--- config.mk ---
export PLATFORM = sky130hd
export DESIGN_NAME = wb_uart_tx_flat
export DESIGN_NICKNAME = d
export VERILOG_FILES = /design/src/rtl/wb_uart_tx_pkg.sv /design/src/rtl/wb_uart_tx_if.sv /design/src/rtl/wb_uart_tx_fifo.sv /design/src/rtl/wb_uart_tx.sv /design/src/flat_wrapper.sv
export SDC_FILE = /design/constraint.sdc
export NUM_CORES = 1
export LEC_CHECK = 0
export CORE_MARGIN = 5
export CORE_UTILIZATION = 52
export CTS_BUF_LIST = sky130_fd_sc_hd__clkbuf_4 sky130_fd_sc_hd__clkbuf_8
export DETAILED_ROUTE_END_ITERATION = 12
export GPL_TIMING_DRIVEN = 1
export PLACE_DENSITY = 0.77
export SYNTH_ARGS = -nofsm -noshare
export SYNTH_HDL_FRONTEND = slang
export SYNTH_SLANG_ARGS = --single-unit
export TNS_END_PERCENT = 50
--- constraint.sdc ---
create_clock -name clk_i -period 4.4 [get_ports clk_i]
set_input_delay 0.88 -clock clk_i [delete_from_list [all_inputs] [get_ports clk_i]]
set_output_delay 0.88 -clock clk_i [all_outputs]
set_load 0.1 [all_outputs]
--- src/rtl/wb_uart_tx_pkg.sv ---
// Shared register offsets, STATUS bit positions, serializer state encoding and
// the clog2 helper for the Wishbone UART transmitter.
package wb_uart_tx_pkg;

  localparam logic [1:0] UART_TX_REG_DATA   = 2'd0;
  localparam logic [1:0] UART_TX_REG_STATUS = 2'd1;
  localparam logic [1:0] UART_TX_REG_DIV    = 2'd2;
  localparam logic [1:0] UART_TX_REG_CTRL   = 2'd3;

  localparam int unsigned STATUS_FULL_BIT  = 0;
  localparam int unsigned STATUS_EMPTY_BIT = 1;
  localparam int unsigned STATUS_BUSY_BIT  = 2;
  localparam int unsigned STATUS_COUNT_LSB = 8;
  localparam int unsigned STATUS_COUNT_W   = 8;

  localparam int unsigned DIV_W   = 16;
  localparam int unsigned BYTE_W  = 8;
  localparam int unsigned MAPSZ   = 16;

  typedef enum logic [1:0] {
    SER_IDLE  = 2'd0,
    SER_START = 2'd1,
    SER_DATA  = 2'd2,
    SER_STOP  = 2'd3
  } ser_state_e;

  // Ceiling log2, usable in constant expressions.
  function automatic int unsigned clog2(input int unsigned value);
    int unsigned res;
    int unsigned x;
    res = 0;
    x   = (value > 0) ? value - 1 : 0;
    while (x > 0) begin
      res = res + 1;
      x   = x >> 1;
    end
    return res;
  endfunction

endpackage

--- src/rtl/wb_uart_tx_if.sv ---
// Wishbone peripheral slave port bundle for the UART transmitter.
interface wb_uart_tx_if
  import wb_uart_tx_pkg::*;
#(
  parameter int unsigned ARCHBITSZ = 32
);
  localparam int unsigned ADDR_W = ARCHBITSZ - clog2(ARCHBITSZ / 8);
  localparam int unsigned SEL_W  = ARCHBITSZ / 8;

  logic                 wb_cyc_i;
  logic                 wb_stb_i;
  logic                 wb_we_i;
  logic [ADDR_W-1:0]    wb_addr_i;
  logic [SEL_W-1:0]     wb_sel_i;
  logic [ARCHBITSZ-1:0] wb_dat_i;
  logic                 wb_bsy_o;
  logic                 wb_ack_o;
  logic [ARCHBITSZ-1:0] wb_dat_o;
  logic [ARCHBITSZ-1:0] wb_mapsz_o;

  modport master (
    output wb_cyc_i, wb_stb_i, wb_we_i, wb_addr_i, wb_sel_i, wb_dat_i,
    input  wb_bsy_o, wb_ack_o, wb_dat_o, wb_mapsz_o
  );

  modport slave (
    input  wb_cyc_i, wb_stb_i, wb_we_i, wb_addr_i, wb_sel_i, wb_dat_i,
    output wb_bsy_o, wb_ack_o, wb_dat_o, wb_mapsz_o
  );

endinterface

--- src/rtl/wb_uart_tx_fifo.sv ---
// Synchronous byte FIFO with full/empty flags and occupancy count.
module wb_uart_tx_fifo
  import wb_uart_tx_pkg::*;
#(
  parameter int unsigned BUFSZ = 16
) (
  input  logic                       clk,
  input  logic                       rst,
  input  logic                       push,
  input  logic                       pop,
  input  logic [BYTE_W-1:0]          wdata,
  output logic [BYTE_W-1:0]          rdata_c,
  output logic                       full_c,
  output logic                       empty_c,
  output logic [clog2(BUFSZ):0]      count
);
  localparam int unsigned PTR_W = clog2(BUFSZ);
  localparam int unsigned CNT_W = PTR_W + 1;

  logic [BYTE_W-1:0] mem [BUFSZ];
  logic [PTR_W-1:0]  wr_ptr;
  logic [PTR_W-1:0]  rd_ptr;
  logic              do_push_c;
  logic              do_pop_c;

  assign full_c    = (count == CNT_W'(BUFSZ));
  assign empty_c   = (count == '0);
  assign do_push_c = push & ~full_c;
  assign do_pop_c  = pop & ~empty_c;
  assign rdata_c   = mem[rd_ptr];

  // Pointers wrap naturally because BUFSZ is a power of two.
  always_ff @(posedge clk or posedge rst) begin
    if (rst) begin
      wr_ptr <= '0;
      rd_ptr <= '0;
      count  <= '0;
    end else begin
      if (do_push_c) wr_ptr <= wr_ptr + PTR_W'(1);
      if (do_pop_c)  rd_ptr <= rd_ptr + PTR_W'(1);
      case ({do_push_c, do_pop_c})
        2'b10:   count <= count + CNT_W'(1);
        2'b01:   count <= count - CNT_W'(1);
        default: count <= count;
      endcase
    end
  end

  always_ff @(posedge clk) begin
    if (do_push_c) mem[wr_ptr] <= wdata;
  end

endmodule

--- src/rtl/wb_uart_tx.sv ---
// Wishbone UART transmitter: TX byte FIFO drained by an 8N1 bit-timer/serializer onto tx_o.
// Define UART_TX_IRQ_EN to add the CTRL register at 0xC and the irq_o output.
module wb_uart_tx
  import wb_uart_tx_pkg::*;
#(
  parameter int unsigned ARCHBITSZ = 32,
  parameter int unsigned CLKFREQ   = 100000000,
  parameter int unsigned BAUD      = 115200,
  parameter int unsigned BUFSZ     = 16
) (
  input  logic        rst_i,
  input  logic        clk_i,
  wb_uart_tx_if.slave wb,
  output logic        tx_o
`ifdef UART_TX_IRQ_EN
  ,
  output logic        irq_o
`endif
);
  localparam int unsigned ADDR_W = ARCHBITSZ - clog2(ARCHBITSZ / 8);
  localparam int unsigned CNT_W  = clog2(BUFSZ) + 1;
  localparam logic [DIV_W-1:0] RESET_DIV = DIV_W'(CLKFREQ / BAUD - 1);

  logic [1:0]           reg_sel_c;
  logic                 req_c;
  logic                 wr_c;
  logic                 bsy_c;
  logic                 accept_c;
  logic                 push_c;
  logic                 div_wr_c;
  logic                 pop_c;
  logic [ARCHBITSZ-1:0] rdata_c;

  logic [BYTE_W-1:0]    fifo_rdata_c;
  logic                 fifo_full_c;
  logic                 fifo_empty_c;
  logic [CNT_W-1:0]     fifo_count;

  logic [DIV_W-1:0]     div_q;
  ser_state_e           state_q, state_d;
  logic [DIV_W-1:0]     timer_q, timer_d;
  logic [BYTE_W-1:0]    shreg_q, shreg_d;
  logic [2:0]           bit_idx_q, bit_idx_d;
  logic                 tx_d;

  logic                 unused_bits;
  assign unused_bits = ^{wb.wb_addr_i[ADDR_W-1:2], wb.wb_dat_i[ARCHBITSZ-1:DIV_W]};

  // Bus decode: only a real DATA write into a full FIFO stalls.
  assign reg_sel_c     = wb.wb_addr_i[1:0];
  assign req_c         = wb.wb_cyc_i & wb.wb_stb_i;
  assign wr_c          = wb.wb_we_i & (|wb.wb_sel_i);
  assign bsy_c         = req_c & wr_c & (reg_sel_c == UART_TX_REG_DATA) & fifo_full_c;
  assign accept_c      = req_c & ~bsy_c;
  assign push_c        = accept_c & wr_c & (reg_sel_c == UART_TX_REG_DATA);
  assign div_wr_c      = accept_c & wr_c & (reg_sel_c == UART_TX_REG_DIV);
  assign wb.wb_bsy_o   = bsy_c;
  assign wb.wb_mapsz_o = ARCHBITSZ'(MAPSZ);

  wb_uart_tx_fifo #(.BUFSZ(BUFSZ)) u_fifo (
    .clk     (clk_i),
    .rst     (rst_i),
    .push    (push_c),
    .pop     (pop_c),
    .wdata   (wb.wb_dat_i[BYTE_W-1:0]),
    .rdata_c (fifo_rdata_c),
    .full_c  (fifo_full_c),
    .empty_c (fifo_empty_c),
    .count   (fifo_count)
  );

`ifdef UART_TX_IRQ_EN
  logic irq_en_q;
  logic irq_en_d;
  logic ctrl_wr_c;

  assign ctrl_wr_c = accept_c & wr_c & (reg_sel_c == UART_TX_REG_CTRL);
  assign irq_en_d  = ctrl_wr_c ? wb.wb_dat_i[0] : irq_en_q;

  // A push in flight already means the FIFO will not be empty next cycle.
  always_ff @(posedge clk_i or posedge rst_i) begin
    if (rst_i) begin
      irq_en_q <= 1'b0;
      irq_o    <= 1'b0;
    end else begin
      irq_en_q <= irq_en_d;
      irq_o    <= irq_en_d & fifo_empty_c & ~push_c & (state_q == SER_IDLE);
    end
  end
`endif

  always_comb begin
    rdata_c = '0;
    case (reg_sel_c)
      UART_TX_REG_STATUS: begin
        rdata_c[STATUS_FULL_BIT]  = fifo_full_c;
        rdata_c[STATUS_EMPTY_BIT] = fifo_empty_c;
        rdata_c[STATUS_BUSY_BIT]  = (state_q != SER_IDLE);
        rdata_c[STATUS_COUNT_LSB +: STATUS_COUNT_W] = STATUS_COUNT_W'(fifo_count);
      end
      UART_TX_REG_DIV: rdata_c[DIV_W-1:0] = div_q;
`ifdef UART_TX_IRQ_EN
      UART_TX_REG_CTRL: rdata_c[0] = irq_en_q;
`endif
      default: rdata_c = '0;
    endcase
  end

  always_ff @(posedge clk_i or posedge rst_i) begin
    if (rst_i) begin
      wb.wb_ack_o <= 1'b0;
      wb.wb_dat_o <= '0;
      div_q       <= RESET_DIV;
    end else begin
      wb.wb_ack_o <= accept_c;
      wb.wb_dat_o <= (accept_c & ~wb.wb_we_i) ? rdata_c : '0;
      if (div_wr_c) div_q <= wb.wb_dat_i[DIV_W-1:0];
    end
  end

  // Serializer: every state lasts div_q+1 clocks; the divisor is sampled at each reload.
  always_comb begin
    state_d   = state_q;
    timer_d   = timer_q;
    shreg_d   = shreg_q;
    bit_idx_d = bit_idx_q;
    pop_c     = 1'b0;
    case (state_q)
      SER_IDLE: begin
        if (!fifo_empty_c) begin
          pop_c   = 1'b1;
          shreg_d = fifo_rdata_c;
          timer_d = div_q;
          state_d = SER_START;
        end
      end
      SER_START: begin
        if (timer_q == '0) begin
          timer_d   = div_q;
          bit_idx_d = 3'd0;
          state_d   = SER_DATA;
        end else begin
          timer_d = timer_q - DIV_W'(1);
        end
      end
      SER_DATA: begin
        if (timer_q == '0) begin
          timer_d   = div_q;
          shreg_d   = {1'b0, shreg_q[BYTE_W-1:1]};
          bit_idx_d = bit_idx_q + 3'd1;
          if (bit_idx_q == 3'd7) state_d = SER_STOP;
        end else begin
          timer_d = timer_q - DIV_W'(1);
        end
      end
      SER_STOP: begin
        if (timer_q == '0) state_d = SER_IDLE;
        else               timer_d = timer_q - DIV_W'(1);
      end
      default: state_d = SER_IDLE;
    endcase
    case (state_d)
      SER_START: tx_d = 1'b0;
      SER_DATA:  tx_d = shreg_d[0];
      default:   tx_d = 1'b1;
    endcase
  end

  always_ff @(posedge clk_i or posedge rst_i) begin
    if (rst_i) begin
      state_q   <= SER_IDLE;
      timer_q   <= '0;
      shreg_q   <= '0;
      bit_idx_q <= '0;
      tx_o      <= 1'b1;
    end else begin
      state_q   <= state_d;
      timer_q   <= timer_d;
      shreg_q   <= shreg_d;
      bit_idx_q <= bit_idx_d;
      tx_o      <= tx_d;
    end
  end

endmodule

--- src/flat_wrapper.sv ---
// flat-port wrapper written by rule: the top's interface ports become plain ports
module wb_uart_tx_flat import wb_uart_tx_pkg::*;
#(
  parameter int unsigned ARCHBITSZ = 32,
  parameter int unsigned CLKFREQ   = 100000000,
  parameter int unsigned BAUD      = 115200,
  parameter int unsigned BUFSZ     = 16
)
  (rst_i, clk_i, tx_o, wb_wb_cyc_i, wb_wb_stb_i, wb_wb_we_i, wb_wb_addr_i, wb_wb_sel_i, wb_wb_dat_i, wb_wb_bsy_o, wb_wb_ack_o, wb_wb_dat_o, wb_wb_mapsz_o);
  wb_uart_tx_if #(.ARCHBITSZ(ARCHBITSZ)) wb_i ();
  input  logic rst_i;
  input  logic clk_i;
  output logic tx_o;
  input wire logic [$bits(wb_i.wb_cyc_i)-1:0] wb_wb_cyc_i;
  input wire logic [$bits(wb_i.wb_stb_i)-1:0] wb_wb_stb_i;
  input wire logic [$bits(wb_i.wb_we_i)-1:0] wb_wb_we_i;
  input wire logic [$bits(wb_i.wb_addr_i)-1:0] wb_wb_addr_i;
  input wire logic [$bits(wb_i.wb_sel_i)-1:0] wb_wb_sel_i;
  input wire logic [$bits(wb_i.wb_dat_i)-1:0] wb_wb_dat_i;
  output wire logic [$bits(wb_i.wb_bsy_o)-1:0] wb_wb_bsy_o;
  output wire logic [$bits(wb_i.wb_ack_o)-1:0] wb_wb_ack_o;
  output wire logic [$bits(wb_i.wb_dat_o)-1:0] wb_wb_dat_o;
  output wire logic [$bits(wb_i.wb_mapsz_o)-1:0] wb_wb_mapsz_o;
  assign wb_i.wb_cyc_i = wb_wb_cyc_i;
  assign wb_i.wb_stb_i = wb_wb_stb_i;
  assign wb_i.wb_we_i = wb_wb_we_i;
  assign wb_i.wb_addr_i = wb_wb_addr_i;
  assign wb_i.wb_sel_i = wb_wb_sel_i;
  assign wb_i.wb_dat_i = wb_wb_dat_i;
  assign wb_wb_bsy_o = wb_i.wb_bsy_o;
  assign wb_wb_ack_o = wb_i.wb_ack_o;
  assign wb_wb_dat_o = wb_i.wb_dat_o;
  assign wb_wb_mapsz_o = wb_i.wb_mapsz_o;
  wb_uart_tx #(.ARCHBITSZ(ARCHBITSZ), .CLKFREQ(CLKFREQ), .BAUD(BAUD), .BUFSZ(BUFSZ)) u_core (.rst_i(rst_i), .clk_i(clk_i), .wb(wb_i), .tx_o(tx_o));
endmodule
==> impl_metrics.sql, run 1 <==
INSERT INTO impl_metrics (metric_group, metric, value, unit) VALUES
('status', 'result_of_the_run', 'finished clean', ''),
('pwr', 'share_clk_of_total_power', '26.0', '%'),
('global_route', 'maximum_number_of_pins_on_one_net_before_global_route_repair', '77', ''),
('sta', 'setup_tns', '0', 'ns'),
('yosys', 'yosysWarnings', '0', ''),
('pwr', 'swShare', '36.5', '%'),
('clock_network', 'deepest_level_of_the_cts_h_tree', '2', ''),
('sta', 'timing.fmax', '0.295', 'GHz'),
('die', 'die-width', '144', 'um'),
('finish', 'final_area', '10500', 'um2'),
('pwr', 'power.ir.vdd_worst', '261', 'uV'),
('global_route', 'grt.total_usage', '19.4', '%'),
('placement', 'place.gp.congestion', '0.922', ''),
('worst_setup_path', 'worstPathArrival', '3.86', 'ns'),
('finish', 'final_net_count', '817', ''),
('finish', 'antennaDiodeCount', '0', ''),
('worst_setup_path', 'crit_path_start_kind', 'register', ''),
('route', 'vias_per_cell', '5.84', ''),
('die', 'fp.dieArea', '20700', 'um2'),
('sta', 'finalClockSkew', '0.0261', 'ns'),
('die', 'placementRows', '49', ''),
('clock_network', 'path_clk_slew', '0.06', 'ns'),
('sta', 'finalHoldViolCount', '0', ''),
('clock_network', 'tritoncts_num_sinks', '204', ''),
('finish', 'area_overhead_vs_synth', '13.2', '%'),
('pwr', 'pwr-share-comb', '33.8', '%'),
('pwr', 'p_sw', '0.00247', 'W'),
('sta', 'post-route-min-period', '3.39', 'ns'),
('placement', 'buffer_ports.inserted', '45', ''),
('clock_network', 'cts_tree', 'built', ''),
('clock_network', 'post_cts_resize_count', '0', ''),
('pwr', 'p_total', '0.00676', 'W'),
('yosys', 'async_flop_share', '37.3', '%'),
('worst_setup_path', 'worst-endpoint-required', '4.87', 'ns'),
('route', 'drt_pre_antenna_iters', '5', ''),
('pwr', 'power.static_leakage', '4.00', 'nW'),
('finish', 'cell_count_final_fillers_out', '981', ''),
('route', 'route.detailed.drc', '0', ''),
('placement', 'dp.final_hpwl', '13.2', 'mm'),
('global_route', 'wire_length_of_the_first_global_routing_pass', '31.0', 'mm'),
('route', 'wl_per_cell', '19.8', 'um'),
('worst_setup_path', 'worstPathMaxFanout', '21', ''),
('finish', 'drive_gt1_share', '19.3', '%'),
('yosys', 'post_synth_instance_area', '9310', 'um2'),
('die', 'initial_utilization', '52.4', '%'),
('yosys', 'syn-instance-count', '665', ''),
('yosys', 'synth-edff-count', '128', ''),
('clock_network', 'cts_hold_buffers', '0', ''),
('yosys', 'yosys_reg_bits', '204', ''),
('sta', 'period_utilization', '77.2', '%'),
('route', 'via_total_after_detailed_routing', '5727', ''),
('route', 'detail_route_met3_wl', '1.46', 'mm'),
('worst_hold_path', 'hold_class', 'register to register', ''),
('pwr', 'cellPowerDensity', '642', 'nW/um2'),
('pwr', 'internal_power', '0.00429', 'W'),
('clock_network', 'clockBufferDepth', '3', ''),
('global_route', 'antenna_violations_before_repair', '0', ''),
('placement', 'placedInstanceArea', '9800', 'um2'),
('sta', 'drv_slew', '0', ''),
('clock_network', 'cts_setup_buffers', '0', ''),
('route', 'wl_met1', '7.70', 'mm'),
('yosys', 'synthMuxAreaShare', '11.9', '%'),
('die', 'num_io_pins', '138', ''),
('yosys', 'synth.lib_cells_used.distinct', '66', ''),
('sta', 'timing.max_slew.rel_slack', '24.9', '%'),
('worst_setup_path', 'timing.setup.critical_path_class', 'register to register', ''),
('route', 'topRoutingLayerUsed', 'met4', ''),
('yosys', 'synth-compound-area-share', '8.75', '%'),
('clock_network', 'cts_inserted_buffers', '35', ''),
('clock_network', 'clk-insertion-delay-late', '0.53', 'ns'),
('yosys', 'dominantRegCellSynth', 'edfxtp_1', '');
registers in the layout (all words and copies together), names as in the netlist:
name and count:
u_core.u_fifo.wr_ptr 4, u_core.u_fifo.count 5, u_core.u_fifo.mem 128, u_core.state_q 2, u_core.tx_o 1, u_core.bit_idx_q 3, u_core.wb.wb_ack_o 1, u_core.shreg_q 8
u_core.div_q 16, u_core.wb.wb_dat_o 16, u_core.u_fifo.rd_ptr 4, u_core.timer_q 16
cell usage after synthesis (13+ instances only):
master,n
mux4_2,28
clkbuf_1,15
mux2_2,25
nor3_1,17
buf_4,49
a22oi_1,14
nand3_1,13
nand2_1,28
nor2_1,37
edfxtp_1,128
o21ai_0,23
ha_1,18
mux2i_1,20
a21oi_1,24
inv_1,20
dfrtp_1,69
metal layers:
layer / track usage, % / vias up
met5: 0 / -
met4: 6.14 / 0
met3: 4.29 / 36
met2: 32.0 / 254
met1: 25.8 / 2886
li1: - / 2551
power by group through the flow:
stage / clock network [W] / logic [W] / registers, W
2_1_floorplan: 0 / 0.00200 / 0.00250
3_3_place_gp: 0 / 0.00217 / 0.00272
3_5_place_dp: 0 / 0.00226 / 0.00275
4_1_cts: 0.00180 / 0.00227 / 0.00271
5_1_grt: 0.00191 / 0.00247 / 0.00277
6_report: 0.00176 / 0.00229 / 0.00271
final timing paths:
| path | from | endpoint | slack, ns | depth (start not counted) |
|---|---|---|---|---|
| max | u_core.timer_q[0]$_DFFE_PP0P_ | u_core.timer_q[6]$_DFFE_PP0P_ | 1.01 | 7 |
| min | u_core.div_q[13]$_DFFE_PP0P_ | u_core.wb.wb_dat_o[13]$_DFF_PP0_ | 0.50 | 1 |
| max reg2reg | u_core.timer_q[0]$_DFFE_PP0P_ | u_core.timer_q[6]$_DFFE_PP0P_ | 1.01 | 7 |
| min reg2reg | u_core.div_q[13]$_DFFE_PP0P_ | u_core.wb.wb_dat_o[13]$_DFF_PP0_ | 0.50 | 1 |
| max in group asynchronous | rst_i | u_core.u_fifo.rd_ptr[0]$_DFFE_PP0P_ | 2.71 | 3 |
| min in group asynchronous | rst_i | u_core.wb.wb_dat_o[11]$_DFF_PP0_ | 0.97 | 3 |
per-stage QoR:
stage / util (%) / hold slack, ns / worst slack (ns)
4_1_cts: 59.3 / 0.502 / 1.05
6_report: 59.3 / 0.504 / 1.01
3_5_place_dp: 55.1 / 0.488 / 0.550
3_3_place_gp: 55.1 / 0.488 / 0.654
2_1_floorplan: - / 0.462 / 0.166
5_1_grt: 59.3 / 0.532 / 0.831
placed cells by master (no fill, tap or decap), drive strengths merged, types with 5 or more instances in the layout:
cell | synthesis | layout
xnor2 | 9 | 9
mux4 | 28 | 28
conb | 2 | 48
mux2i | 20 | 20
or4 | 5 | 5
and2 | 12 | 12
buf | 62 | 17
clkinv | 0 | 5
a21oi | 24 | 24
mux2 | 25 | 25
nand3 | 13 | 13
o211ai | 6 | 6
ha | 18 | 18
a221o | 6 | 6
clkdlybuf4s50 | 0 | 44
nand2 | 28 | 28
a22oi | 14 | 14
nor2 | 37 | 37
inv | 21 | 21
o21ai | 25 | 25
dfrtp | 69 | 69
nor3 | 17 | 17
dfstp | 7 | 7
nor4 | 7 | 7
a21o | 5 | 5
clkbuf | 19 | 51
edfxtp | 128 | 128
a22o | 5 | 5
worst max-delay path, stage by stage (launching register included):
cell and delay [ns]:
dfrtp_1 0.43, inv_1 0.08, ha_1 0.20, or4b_4 0.55
or4_4 0.70, o21ai_0 0.72, and2_1 0.44, a221o_1 0.21
area by class of cell:
cell class	instances	area [um2]
clock buffers	51	627
clock inverters	10	108
fillers	1349	7240
inverters	21	78.8
multi-input cells	405	3120
flip-flops and latches	204	5760
well taps	229	287
repair buffers	61	568
cells by family after synthesis:
kind of cell,after synthesis
flops,204
mux,73
simple gates,136
compound gates,118
xor+xnor,12
other cells,2
fa+ha+maj,18
buf+inv,102
(Power assumes the default switching activity.)
==> run 2: changes to the inputs <==
clock period = 3.3 ns   (was 4.4 ns; I/O delays follow)
==> impl_metrics.sql, run 2 (same netlist as run 1, synthesis figures left out) <==
INSERT INTO impl_metrics (metric_group, metric, value, unit) VALUES
('status', 'result_of_the_run', 'finished clean', ''),
('pwr', 'power.static_leakage', '4.14', 'nW'),
('finish', 'final_net_count', '840', ''),
('pwr', 'share_clk_of_total_power', '24.3', '%'),
('finish', 'antennaDiodeCount', '0', ''),
('flow_run', 'max_cap_violations', '0', ''),
('placement', 'place.gp.congestion', '0.918', ''),
('placement', 'buffer_ports.inserted', '45', ''),
('clock_network', 'clockBufferDepth', '3', ''),
('sta', 'drv_slew', '0', ''),
('clock_network', 'cts_hold_buffers', '0', ''),
('worst_setup_path', 'worstPathArrival', '3.48', 'ns'),
('sta', 'finalClockSkew', '0.0285', 'ns'),
('clock_network', 'cts_setup_buffers', '0', ''),
('worst_setup_path', 'crit_path_start_kind', 'register', ''),
('pwr', 'p_total', '0.00900', 'W'),
('route', 'routed_wl', '19.6', 'mm'),
('sta', 'period_utilization', '91.8', '%'),
('die', 'fp.coreArea', '17800', 'um2'),
('route', 'drt_pre_antenna_iters', '5', ''),
('global_route', 'grt_remaining_overflow', '0', ''),
('sta', 'setup_tns', '0', 'ns'),
('clock_network', 'cts_root_buffer', 'clkbuf_8', ''),
('global_route', 'wire_length_of_the_first_global_routing_pass', '31.2', 'mm'),
('worst_setup_path', 'rrSetupSlack', '0.27', 'ns'),
('sta', 'timing.max_slew.rel_slack', '53.7', '%'),
('worst_setup_path', 'r2r_depth', '7', ''),
('worst_hold_path', 'hp-start', 'u_core.div_q[13]$_DFFE_PP0P_', ''),
('worst_setup_path', 'worst-endpoint-required', '3.75', 'ns'),
('clock_network', 'cts_tree', 'built', ''),
('finish', 'final_common_cell', 'edfxtp_1', ''),
('finish', 'n_fill_cell', '1301', ''),
('route', 'drt-initial-drc-count', '547', ''),
('sta', 'worstMarginPinSlew', '0.693', 'ns'),
('die', 'initial_utilization', '52.4', '%'),
('pwr', 'pwr-share-seq', '38.7', '%'),
('worst_setup_path', 'worstPathMaxFanout', '21', ''),
('die', 'die-width', '144', 'um'),
('finish', 'area_overhead_vs_synth', '14.3', '%'),
('pwr', 'internal_power', '0.00563', 'W'),
('finish', 'drive_gt1_share', '23.9', '%'),
('clock_network', 'post_cts_resize_count', '0', ''),
('worst_setup_path', 'timing.setup.critical_path_class', 'register to register', ''),
('finish', 'largest_register_ffs', '128', ''),
('sta', 'setup-violations-final', '0', ''),
('pwr', 'cellPowerDensity', '845', 'nW/um2'),
('route', 'wl_per_cell', '19.5', 'um'),
('finish', 'mostFrequentLayoutCells', 'edfxtp_1 (128), dfrtp_1 (68), buf_4 (57)', ''),
('sta', 'post-route-min-period', '3.03', 'ns'),
('global_route', 'via_count_of_the_first_global_routing_pass', '5889', ''),
('pwr', 'p_sw', '0.00337', 'W'),
('die', 'num_io_pins', '138', ''),
('clock_network', 'path_clk_slew', '0.06', 'ns'),
('route', 'vias_per_cell', '5.75', ''),
('sta', 'finalHoldViolCount', '0', ''),
('clock_network', 'cts_inserted_buffers', '34', ''),
('clock_network', 'clk-insertion-delay-late', '0.52', 'ns'),
('clock_network', 'tritoncts_num_sinks', '204', ''),
('pwr', 'pwr-share-comb', '37.0', '%'),
('clock_network', 'deepest_level_of_the_cts_h_tree', '2', ''),
('global_route', 'maximum_number_of_pins_on_one_net_before_global_route_repair', '33', ''),
('worst_setup_path', 'r2r-end', 'u_core.timer_q[11]$_DFFE_PP0P_', ''),
('global_route', 'antenna_violations_before_repair', '0', ''),
('worst_setup_path', 'worstReg2RegStart', 'u_core.timer_q[0]$_DFFE_PP0P_', ''),
('sta', 'grt_setup_unrepaired', 'false', ''),
('route', 'drtAntennaViolNets', '0', ''),
('finish', 'top_register', 'u_core.u_fifo.mem', ''),
('route', 'via_total_after_detailed_routing', '5784', ''),
('worst_setup_path', 'timing.critical_path.to_type', 'register', ''),
('die', 'fp.dieArea', '20700', 'um2'),
('pwr', 'swShare', '37.4', '%'),
('sta', 'timing.fmax', '0.330', 'GHz'),
('route', 'route.detailed.drc', '0', ''),
('worst_hold_path', 'hold_class', 'register to register', ''),
('placement', 'dp.final_hpwl', '13.7', 'mm'),
('pwr', 'power.ir.vdd_worst', '391', 'uV'),
('worst_hold_path', 'min_path_cells', '1', ''),
('worst_hold_path', 'min_to', 'u_core.wb.wb_dat_o[13]$_DFF_PP0_', ''),
('global_route', 'grt.total_usage', '19.4', '%'),
('die', 'fp.dieH', '144', 'um'),
('die', 'placementRows', '49', '');
-- run 2: changes by cell type in the layout (fill, tap and decap cells not counted), sizes merged --
cell / delta
buf: +42
bufinv: -1
clkbuf: -5
clkdlybuf4s50: -18
clkinv: +5
clkinvlp: +1
inv: +1
-- run 2: how the worst max path moves through the flow --
stage | startpoint | end | cells past startpoint
CTS | u_core.timer_q[0]$_DFFE_PP0P_ | u_core.timer_q[3]$_DFFE_PP0P_ | 7
finish | u_core.timer_q[0]$_DFFE_PP0P_ | u_core.timer_q[11]$_DFFE_PP0P_ | 7
global route | u_core.timer_q[0]$_DFFE_PP0P_ | u_core.timer_q[3]$_DFFE_PP0P_ | 7
floorplan | u_core.u_fifo.count[1]$_DFFE_PP0P_ | wb_wb_bsy_o | 4
global placement | wb_wb_sel_i[1] | u_core.u_fifo.count[4]$_DFFE_PP0P_ | 12
detailed placement | wb_wb_addr_i[0] | u_core.u_fifo.count[4]$_DFFE_PP0P_ | 14
-- run 2: area by class of cell --
type                       instances  area (um2)  area share, %
sequential                       204        5760           54.1
clock buffer                      46         564           5.30
timing repair buffer              85         728           6.84
multi-input combinational        405        3120           29.3
clock inverter                    16         111           1.05
inverter                          21        78.8          0.740
tap                              229         287           2.69
-- run 2: per-layer routing --
metal	vias to the layer above	wire length (um)	part of all wire [%]	global-route usage, %
met3	43	1420	7.2	4.66
li1	2603	-	-	-
met1	2876	7930	40	25.6
met5	-	0	0	0
met2	262	9810	50	32.0
met4	0	444	2.3	6.24
-- run 2: power by group through the flow --
stage          Sequential, W  Clock (W)  Combinational [W]
2_1_floorplan        0.00333          0            0.00267
3_3_place_gp         0.00348          0            0.00313
3_5_place_dp         0.00351          0            0.00329
4_1_cts              0.00347    0.00222            0.00331
5_1_grt              0.00353    0.00236            0.00363
6_report             0.00348    0.00218            0.00333
-- run 2: critical path, stage by stage (launching register included) --
cell	delay (ns)
dfrtp_1	0.42
inv_1	0.08
ha_1	0.22
or4b_4	0.57
or4_4	0.70
o21ai_0	0.33
and2_1	0.40
a221o_1	0.23
-- run 2: metrics by stage --
| step | util (%) | hold WS [ns] | cell area [um2] | std cells | setup WS (ns) |
|---|---|---|---|---|---|
| CTS | 59.9 | 0.504 | 10600 | 1006 | 0.326 |
| global route | 59.9 | 0.540 | 10600 | 1006 | 0.129 |
| global placement | 56.1 | 0.488 | 9970 | 944 | 0.238 |
| floorplan | - | 0.462 | 9490 | 711 | 0.116 |
| detailed placement | 56.1 | 0.488 | 9970 | 944 | 0.215 |
| finish | 59.9 | 0.498 | 10600 | 1006 | 0.270 |
==> run 3: changes to the inputs <==
PLACE_DENSITY = unset   (was 0.77)
PLACE_DENSITY_LB_ADDON = 0.08   (was unset)
==> impl_metrics.sql, run 3 (same netlist as run 1, synthesis figures left out) <==
INSERT INTO impl_metrics (metric_group, metric, value, unit) VALUES
('global_route', 'maximum_number_of_pins_on_one_net_before_global_route_repair', '77', ''),
('worst_hold_path', 'hold_class', 'register to register', ''),
('sta', 'timing.max_slew.rel_slack', '50.1', '%'),
('global_route', 'wire_length_of_the_first_global_routing_pass', '32.0', 'mm'),
('clock_network', 'deepest_level_of_the_cts_h_tree', '2', ''),
('pwr', 'internal_power', '0.00586', 'W'),
('sta', 'grt_setup_unrepaired', 'false', ''),
('worst_setup_path', 'worstPathArrival', '3.41', 'ns'),
('clock_network', 'cts_root_buffer', 'clkbuf_8', ''),
('clock_network', 'cts_tree', 'built', ''),
('route', 'drt-initial-drc-count', '514', ''),
('die', 'fp.dieH', '144', 'um'),
('finish', 'final_area', '10700', 'um2'),
('placement', 'pre_cts_ws', '0.169', 'ns'),
('pwr', 'pwr-share-seq', '38.2', '%'),
('sta', 'worstMarginPinSlew', '0.746', 'ns'),
('status', 'result_of_the_run', 'finished clean', ''),
('pwr', 'cellPowerDensity', '856', 'nW/um2'),
('route', 'wl_per_cell', '20.3', 'um'),
('route', 'routed_wl', '20.5', 'mm'),
('worst_setup_path', 'timing.setup.critical_path_class', 'register to register', ''),
('finish', 'final_common_cell', 'edfxtp_1', ''),
('flow_run', 'max_cap_violations', '0', ''),
('placement', 'buffer_ports.inserted', '45', ''),
('finish', 'final_net_count', '842', ''),
('pwr', 'power.static_leakage', '4.20', 'nW'),
('worst_setup_path', 'timing.critical_path.to_type', 'register', ''),
('pwr', 'p_sw', '0.00333', 'W'),
('clock_network', 'post_cts_resize_count', '0', ''),
('finish', 'drive_gt1_share', '24.4', '%'),
('finish', 'top_register', 'u_core.u_fifo.mem', ''),
('finish', 'area_overhead_vs_synth', '15.3', '%'),
('sta', 'drv_slew', '0', ''),
('route', 'route.detailed.drc', '0', ''),
('placement', 'placedInstanceArea', '9980', 'um2'),
('pwr', 'power.ir.vdd_worst', '631', 'uV'),
('clock_network', 'clockBufferDepth', '3', ''),
('die', 'fp.coreArea', '17800', 'um2'),
('placement', 'dp.final_hpwl', '13.9', 'mm'),
('finish', 'antennaDiodeCount', '0', ''),
('clock_network', 'path_clk_slew', '0.06', 'ns'),
('sta', 'setup_tns', '0', 'ns'),
('clock_network', 'cts_setup_buffers', '0', ''),
('sta', 'period_utilization', '89.5', '%'),
('route', 'drt_pre_antenna_iters', '5', ''),
('sta', 'finalHoldViolCount', '0', ''),
('finish', 'largest_register_ffs', '128', ''),
('sta', 'final_critical_path_setup_slack', '0.347', 'ns'),
('clock_network', 'tritoncts_num_sinks', '204', ''),
('die', 'die-width', '144', 'um'),
('global_route', 'grt_remaining_overflow', '0', ''),
('route', 'via_total_after_detailed_routing', '5749', ''),
('route', 'vias_per_cell', '5.70', ''),
('pwr', 'swShare', '36.2', '%'),
('pwr', 'share_clk_of_total_power', '26.2', '%'),
('finish', 'mostFrequentLayoutCells', 'edfxtp_1 (128), dfrtp_1 (68), buf_4 (56)', ''),
('global_route', 'antenna_violations_before_repair', '0', ''),
('worst_setup_path', 'worst-endpoint-required', '3.75', 'ns'),
('sta', 'timing.fmax', '0.339', 'GHz'),
('clock_network', 'clk-insertion-delay-late', '0.51', 'ns'),
('sta', 'finalClockSkew', '0.0184', 'ns'),
('die', 'fp.dieArea', '20700', 'um2'),
('route', 'drtAntennaViolNets', '0', ''),
('sta', 'post-route-min-period', '2.95', 'ns'),
('global_route', 'grt.total_usage', '20.4', '%'),
('global_route', 'via_count_of_the_first_global_routing_pass', '5930', ''),
('placement', 'place.gp.congestion', '0.844', ''),
('die', 'placementRows', '49', ''),
('sta', 'setup-violations-final', '0', ''),
('worst_setup_path', 'crit_path_start_kind', 'register', ''),
('finish', 'finish.utilization', '60.4', '%'),
('die', 'initial_utilization', '52.4', '%'),
('clock_network', 'cts_hold_buffers', '0', ''),
('pwr', 'pwr-share-comb', '35.5', '%'),
('sta', 'fin_hold_ws', '0.500', 'ns'),
('worst_setup_path', 'worstPathMaxFanout', '21', ''),
('die', 'num_io_pins', '138', ''),
('clock_network', 'cts_inserted_buffers', '36', '');
[run 3: stage by stage]
stage / total power, W / instances
after global routing: 0.00973 / 1008
after detailed placement: 0.00680 / 944
after floorplan: 0.00601 / 711
final: 0.00920 / 1008
after global placement: 0.00672 / 944
after CTS: 0.00925 / 1008
[run 3: critical path, cell delays in order, from the launching register on]
cell and delay, ns:
dfrtp_1 0.42, inv_1 0.07, ha_1 0.20, or4b_4 0.56, or4_4 0.71, o21ai_0 0.30
and2_1 0.40, a221o_1 0.22
[run 3: path summary, 6_finish.rpt]
kind | startpoint | to | slack (ns) | depth (start not counted)
worst max-delay path | u_core.timer_q[0]$_DFFE_PP0P_ | u_core.timer_q[6]$_DFFE_PP0P_ | 0.35 | 7
worst min-delay path | u_core.shreg_q[1]$_DFFE_PP0P_ | u_core.shreg_q[1]$_DFFE_PP0P_ | 0.50 | 1
worst max register to register | u_core.timer_q[0]$_DFFE_PP0P_ | u_core.timer_q[6]$_DFFE_PP0P_ | 0.35 | 7
worst min register to register | u_core.shreg_q[1]$_DFFE_PP0P_ | u_core.shreg_q[1]$_DFFE_PP0P_ | 0.50 | 1
max in group asynchronous | rst_i | u_core.tx_o$_DFF_PP1_ | 2.37 | 3
min in group asynchronous | rst_i | u_core.u_fifo.wr_ptr[1]$_DFFE_PP0P_ | 0.55 | 3
[run 3: final cells by class]
| cell class | count | area [um2] |
|---|---|---|
| clock inverters | 10 | 101 |
| repair buffers | 85 | 741 |
| fillers | 1405 | 7040 |
| flip-flops and latches | 204 | 5760 |
| inverters | 21 | 78.8 |
| well taps | 229 | 287 |
| multi-input cells | 405 | 3120 |
| clock buffers | 54 | 656 |
[run 3: power groups by stage]
stage | Clock, W | Sequential, W | Combinational, W
global route | 0.00260 | 0.00357 | 0.00357
global placement | 0 | 0.00354 | 0.00318
detailed placement | 0 | 0.00356 | 0.00324
floorplan | 0 | 0.00333 | 0.00267
finish | 0.00241 | 0.00351 | 0.00327
CTS | 0.00248 | 0.00351 | 0.00326
[run 3: per-layer routing]
| metal | global-route usage [%] | up-vias | share of wire, % |
|---|---|---|---|
| li1 | - | 2596 | - |
| met1 | 28.5 | 2903 | 44 |
| met3 | 4.19 | 29 | 7.1 |
| met5 | 0 | - | 0 |
| met4 | 6.44 | 0 | 1.6 |
| met2 | 32.5 | 221 | 47 |
